--- config.mk ---
export PLATFORM = sky130hd
export DESIGN_NAME = csr_file_ctrl
export DESIGN_NICKNAME = d
export VERILOG_FILES = /design/src/rtl/csr_file_ctrl.sv
export SDC_FILE = /design/constraint.sdc
export NUM_CORES = 1
export LEC_CHECK = 0
export ABC_AREA = 1
export CAP_MARGIN = 0
export CORE_MARGIN = 1
export CORE_UTILIZATION = 44
export DETAILED_ROUTE_END_ITERATION = 8
export PLACE_DENSITY = 0.78
export SYNTH_ARGS = -nofsm -noshare
export SYNTH_HDL_FRONTEND = slang
export SYNTH_SLANG_ARGS = --single-unit
--- constraint.sdc ---
create_clock -name clk -period 1.7 [get_ports clk]
set_input_delay 0.34 -clock clk [delete_from_list [all_inputs] [get_ports clk]]
set_output_delay 0.34 -clock clk [all_outputs]
set_load 0.02 [all_outputs]
--- src/rtl/csr_file_ctrl.sv ---
// Machine-mode CSR file with trap-entry / MRET sequencer and fetch redirect.
// Optional 64-bit mcycle/minstret counters are enabled by defining CSR_COUNTERS_EN.
module csr_file_ctrl #(
   parameter logic [31:0] HART_ID     = 32'h0,
   parameter logic [31:0] MTVEC_RESET = 32'h0
) (
   input  logic        clk,
   input  logic        rst,
   input  logic [11:0] csr_addr,
   input  logic        csr_rd_en,
   input  logic        csr_wr_en,
   input  logic [31:0] csr_wdata,
   output logic [31:0] csr_rdata,
   output logic        csr_illegal,
   input  logic        trap_req,
   input  logic [31:0] trap_cause,
   input  logic [31:0] trap_pc,
   input  logic        mret_req,
   input  logic        instr_retire,
   output logic        redirect_valid,
   output logic [31:0] redirect_pc,
   output logic        busy,
   output logic        mie_global
);

   localparam logic [11:0] ADDR_MSTATUS  = 12'h300;
   localparam logic [11:0] ADDR_MTVEC    = 12'h305;
   localparam logic [11:0] ADDR_MSCRATCH = 12'h340;
   localparam logic [11:0] ADDR_MEPC     = 12'h341;
   localparam logic [11:0] ADDR_MCAUSE   = 12'h342;
   localparam logic [11:0] ADDR_MHARTID  = 12'hF14;
`ifdef CSR_COUNTERS_EN
   localparam logic [11:0] ADDR_MCYCLE    = 12'hB00;
   localparam logic [11:0] ADDR_MCYCLEH   = 12'hB80;
   localparam logic [11:0] ADDR_MINSTRET  = 12'hB02;
   localparam logic [11:0] ADDR_MINSTRETH = 12'hB82;
`endif

   typedef enum logic [1:0] {
      ST_IDLE,
      ST_TRAP,
      ST_MRET
   } state_e;

   state_e      state_q, state_d;
   logic        mie_q, mie_d;
   logic        mpie_q, mpie_d;
   logic [31:0] mtvec_q, mtvec_d;
   logic [31:0] mscratch_q, mscratch_d;
   logic [31:0] mepc_q, mepc_d;
   logic [31:0] mcause_q, mcause_d;
`ifdef CSR_COUNTERS_EN
   logic [63:0] mcycle_q, mcycle_d;
   logic [63:0] minstret_q, minstret_d;
`else
   logic        unused_retire;
   assign unused_retire = instr_retire;
`endif

   logic implemented;
   logic wr_ok;

   // NOTE: every variable driven here gets a default first, so no path can infer a latch.
   always_comb begin
      csr_rdata   = 32'h0;
      implemented = 1'b0;
      case (csr_addr)
         ADDR_MSTATUS:  begin implemented = 1'b1; csr_rdata = {24'h0, mpie_q, 3'b000, mie_q, 3'b000}; end
         ADDR_MTVEC:    begin implemented = 1'b1; csr_rdata = mtvec_q;    end
         ADDR_MSCRATCH: begin implemented = 1'b1; csr_rdata = mscratch_q; end
         ADDR_MEPC:     begin implemented = 1'b1; csr_rdata = mepc_q;     end
         ADDR_MCAUSE:   begin implemented = 1'b1; csr_rdata = mcause_q;   end
         ADDR_MHARTID:  begin implemented = 1'b1; csr_rdata = HART_ID;    end
`ifdef CSR_COUNTERS_EN
         ADDR_MCYCLE:    begin implemented = 1'b1; csr_rdata = mcycle_q[31:0];    end
         ADDR_MCYCLEH:   begin implemented = 1'b1; csr_rdata = mcycle_q[63:32];   end
         ADDR_MINSTRET:  begin implemented = 1'b1; csr_rdata = minstret_q[31:0];  end
         ADDR_MINSTRETH: begin implemented = 1'b1; csr_rdata = minstret_q[63:32]; end
`endif
         default: ;
      endcase
      csr_illegal = ((csr_rd_en || csr_wr_en) && !implemented)
                 || (csr_wr_en && (csr_addr == ADDR_MHARTID));
   end

   assign wr_ok = csr_wr_en && !csr_illegal;

   always_comb begin
      state_d    = state_q;
      mie_d      = mie_q;
      mpie_d     = mpie_q;
      mtvec_d    = mtvec_q;
      mscratch_d = mscratch_q;
      mepc_d     = mepc_q;
      mcause_d   = mcause_q;
`ifdef CSR_COUNTERS_EN
      // Counters advance in every state; a CSR write then overrides its half.
      mcycle_d   = mcycle_q + 64'd1;
      minstret_d = minstret_q + {63'h0, instr_retire};
`endif
      case (state_q)
         ST_IDLE: begin
            if (trap_req) begin
               state_d  = ST_TRAP;
               mepc_d   = trap_pc & 32'hFFFF_FFFC;
               mcause_d = trap_cause;
               mpie_d   = mie_q;
               mie_d    = 1'b0;
            end else if (mret_req) begin
               state_d = ST_MRET;
               mie_d   = mpie_q;
               mpie_d  = 1'b1;
            end else if (wr_ok) begin
               case (csr_addr)
                  ADDR_MSTATUS: begin
                     mie_d  = csr_wdata[3];
                     mpie_d = csr_wdata[7];
                  end
                  ADDR_MTVEC:    mtvec_d    = csr_wdata & 32'hFFFF_FFFC;
                  ADDR_MSCRATCH: mscratch_d = csr_wdata;
                  ADDR_MEPC:     mepc_d     = csr_wdata & 32'hFFFF_FFFC;
                  ADDR_MCAUSE:   mcause_d   = csr_wdata;
`ifdef CSR_COUNTERS_EN
                  ADDR_MCYCLE:    mcycle_d[31:0]    = csr_wdata;
                  ADDR_MCYCLEH:   mcycle_d[63:32]   = csr_wdata;
                  ADDR_MINSTRET:  minstret_d[31:0]  = csr_wdata;
                  ADDR_MINSTRETH: minstret_d[63:32] = csr_wdata;
`endif
                  default: ;
               endcase
            end
         end
         default: state_d = ST_IDLE;
      endcase
   end

   // NOTE: sequential state uses non-blocking assignments so all registers update together.
   always_ff @(posedge clk) begin
      if (rst) begin
         state_q    <= ST_IDLE;
         mie_q      <= 1'b0;
         mpie_q     <= 1'b0;
         mtvec_q    <= MTVEC_RESET & 32'hFFFF_FFFC;
         mscratch_q <= 32'h0;
         mepc_q     <= 32'h0;
         mcause_q   <= 32'h0;
`ifdef CSR_COUNTERS_EN
         mcycle_q   <= 64'h0;
         minstret_q <= 64'h0;
`endif
      end else begin
         state_q    <= state_d;
         mie_q      <= mie_d;
         mpie_q     <= mpie_d;
         mtvec_q    <= mtvec_d;
         mscratch_q <= mscratch_d;
         mepc_q     <= mepc_d;
         mcause_q   <= mcause_d;
`ifdef CSR_COUNTERS_EN
         mcycle_q   <= mcycle_d;
         minstret_q <= minstret_d;
`endif
      end
   end

   always_comb begin
      busy           = (state_q != ST_IDLE);
      redirect_valid = busy;
      case (state_q)
         ST_TRAP: redirect_pc = mtvec_q;
         ST_MRET: redirect_pc = mepc_q;
         default: redirect_pc = 32'h0;
      endcase
   end

   assign mie_global = mie_q;

endmodule

==> key figures <==
Power and ir drop
  • Total chip power: about 8.1 mW
  • Worst VDD drop: 760 uV
  • Static leakage: about 5.6 nW
  • Areal power density over the cells: 691 mW/mm^2

Timing
  • Setup repair after global routing missed its margin: true
  • Final worst clock skew: approximately 0.0066 ns
  • Hold Vio Cnt, Final: 0
  • Fin crit period: 2.08 ns
  • Share of the clock period used by the worst path after layout: 122%
  • Final-report setup violation count: 74
  • Worst Hold Slack: about 0.5 ns
  • Final count of pins violating max slew: 0
  • Max Clock Freq: 0.481 GHz
  • Final setup margin: -0.379 ns

Yosys
  • Flop and latch count out of synthesis: 128
  • Number of enable flip-flop cells after synthesis: 0
  • Unique masters post-synth: 31
  • Area of the mapped netlist: 0.00689 sq mm
  • Number of instances in the synthesized netlist: 1157
  • Fraction of registers with async set/reset: 0%
  • Synth Warn #: 0
  • Average footprint of a synthesized cell: a little under 6 sq um
  • Primary FF master, synth: sky130_fd_sc_hd__dfxtp_1
  • Share of synthesized area occupied by flip-flops and latches: between 30% and 40%

Clock tree
  • Number of buffers on the longest clock path: 2
  • Root cell of the clock tree: sky130_fd_sc_hd__clkbuf_16
  • Later-pin clock latency in the skew report: 0.44 ns
  • Hold-fix buffers at CTS: 0
  • Number of CTS-inserted buffers: 17
  • Clock tree from TritonCTS: done
  • Number of H-tree branching levels: 4
  • Reg clk slew, reported paths: 0.05 ns
  • Number of clock sinks: roughly 130

Floorplanning
  • Height of the die: approximately 130 um
  • Initial core utilization: 45.2%
  • Placement row count: 45
  • Top Ports: 183
  • CORE AREA: 0.0153 sq mm
  • Die width: around 130 um
  • Die area: 0.0162 sq mm

GRT
  • Met2 track utilization from global routing: 56.8%
  • Met1 usage in global routing: 38.7%
  • Number of global-route vias before repair: 8108
  • Busiest layer in global routing: met2
  • Maximum number of pins on one net before global-route repair: 66
  • Met3 Usage GRT: approximately 7.3%
  • Antenna violations before repair: 1
  • Wire length of the first global-routing pass: 40900 um
  • GR Util All Layers: 32.9%
  • Remaining Overflow, GRT: 0

Routing
  • Post-route DRC violation count: 0
  • Remaining antenna violation count: 0
  • Number of vias after detailed routing: 8784
  • Routed WL: 29100 um
  • First-iteration detailed-routing DRC count: approximately 960
  • Per-cell via count in the routed design: 5.48
  • Routed wire length per instance: 18.1 um
  • 1st-pass router iterations: 7

Run status
  • Run status: finished, violations left
  • Failing checks: setup timing

Placed design
  • GP Congestion: 0.860
  • Number of buffers inserted by port buffering: between 150 and 200
  • Dpl hpwl: 15500 um
  • Post-Place Cells: 1542

Layout
  • Layout Area Growth over Synthesis: 69.8%
  • Antenna cell count: 0
  • Final standard cell count with taps included and fillers excluded: 1603
  • Share of layout cells above drive strength 1: roughly 29%
  • Count of nets after finishing: 1498

Critical path
  • Setup Crit Path Kind: reg -> out
  • Peak per-stage delay on the critical path: 0.34 ns
  • Required time of the worst setup path: around 1.4 ns
  • Critical Path Sink Type: output pin
  • Cell type of the slowest stage on the worst timing path: sky130_fd_sc_hd__dfxtp_2
  • CP cell instances: inv_2, ha_4, buf_8, nand2_1, a21oi_2, buf_4
  • Crit path arrival time: 1.74 ns
  • Peak fanout along the critical path: 9
  • Nature of the critical path startpoint: flip-flop

Hold path
  • Path type of the worst min-delay path: reg -> reg

Job
  • Number of max-cap violations: 0
## cells by family after synthesis
kind of cell    after synthesis  synth area share (%)
simple gates                722                  40.3
buf+inv                     162                  9.82
compound gates              139                  11.8
flops                       128                  37.2
fa+ha+maj                     3                 0.545
mux                           2                 0.290
other cells                   1                0.0544
## registers in the layout, indices dropped and copies added (netlist names)
name / flops
mcause_q: 32
mepc_q: 30
mie_global: 1
mpie_q: 1
mscratch_q: 32
mtvec_q: 30
state_q: 2
## metal layers
layer	up-vias	part of all wire, %	wire length (um)
met5	-	0.038	11
met1	4043	37	10800
li1	4018	-	-
met3	153	9.3	2710
met2	568	48	14000
met4	2	5.3	1550
## cell usage after synthesis, types with 3 or more instances
cell type,n,area share (%)
sky130_fd_sc_hd__nor2_1,259,14
sky130_fd_sc_hd__clkbuf_1,39,2.1
sky130_fd_sc_hd__dfxtp_1,128,37
sky130_fd_sc_hd__a21oi_1,37,2.7
sky130_fd_sc_hd__o21ai_0,68,4.9
sky130_fd_sc_hd__o2111ai_1,28,3.6
sky130_fd_sc_hd__buf_1,7,0.38
sky130_fd_sc_hd__buf_2,16,1.2
sky130_fd_sc_hd__ha_1,3,0.54
sky130_fd_sc_hd__nand3_1,4,0.29
sky130_fd_sc_hd__buf_6,5,0.82
sky130_fd_sc_hd__nand2_1,446,24
sky130_fd_sc_hd__inv_1,83,4.5
sky130_fd_sc_hd__inv_2,7,0.38
sky130_fd_sc_hd__buf_4,3,0.33
## layout by cell type, fill, tap and decap left out, drive strengths merged
cell type	synthesis	routed
nand4	4	4
a21oi	37	37
dlygate4sd2	0	1
inv	90	88
dfxtp	128	128
o211ai	2	2
nor2	261	261
nor3	2	2
clkinv	2	8
ha	3	3
conb	1	2
nand2	448	448
mux2i	2	2
nand3	5	5
clkinvlp	0	1
buf	31	172
nor4	2	2
o2111ai	28	28
clkdlybuf4s50	0	98
o21ai	71	71
a211oi	1	1
clkbuf	39	28
## metrics by stage
stage          TNS [ns]  instance area (sq um)  worst slack (ns)  utilization, %
5_1_grt          -19.46                  11700            -0.408            76.7
6_report         -16.34                  11700            -0.379            76.7
3_5_place_dp    -119.89                   9400             -1.15            61.6
2_1_floorplan    -0.208                   7080           -0.0208               -
3_3_place_gp    -117.56                   9400             -1.13            61.6
4_1_cts          -13.74                  11100            -0.289            72.6
## cell type report
| class | count | area [sq um] |
|---|---|---|
| clock buffer | 26 | 519 |
| clock inverter | 5 | 27.5 |
| fill | 964 | 3550 |
| inverter | 92 | 397 |
| multi-input combinational | 868 | 4920 |
| sequential | 128 | 2570 |
| tap | 211 | 264 |
| timing repair buffer | 273 | 3010 |
## worst max-delay path: cells and delay by family (launching register included)
| kind | cells | cell delay [ns] |
|---|---|---|
| buffers and inverters | 3 | 0.45 |
| flip-flops | 1 | 0.34 |
| AND/OR/NAND/NOR | 1 | 0.10 |
| adder cells (fa/ha/maj) | 1 | 0.22 |
| AO/OA/AOI/OAI | 1 | 0.20 |
## repair_timing
item	4_1_cts	5_1_grt
setup endpoints to repair	190	162
pin swaps	32	29
cloned	10	2
setup buffers	22	2
resized for setup	645	144
## where the power goes
| group | internal, mW | switching, mW | leakage (nW) |
|---|---|---|---|
| sequential | 3.15 | 0.134 | 1.05 |
| combinational | 0.616 | 0.764 | 4.24 |
| clock | 2.08 | 1.35 | 0.272 |
| total | 5.84 | 2.25 | 5.56 |
## worst paths after layout
kind | start | to | slack, ns | cells after the start
worst max-delay path | state_q[1] | redirect_pc[3] | -0.38 | 6
worst min-delay path | mcause_q[11] | mcause_q[11] | 0.50 | 2
worst max register to register | state_q[1] | mtvec_q[13] | -0.04 | 9
worst min register to register | mcause_q[11] | mcause_q[11] | 0.50 | 2
Power figures use the tool's default switching activity.
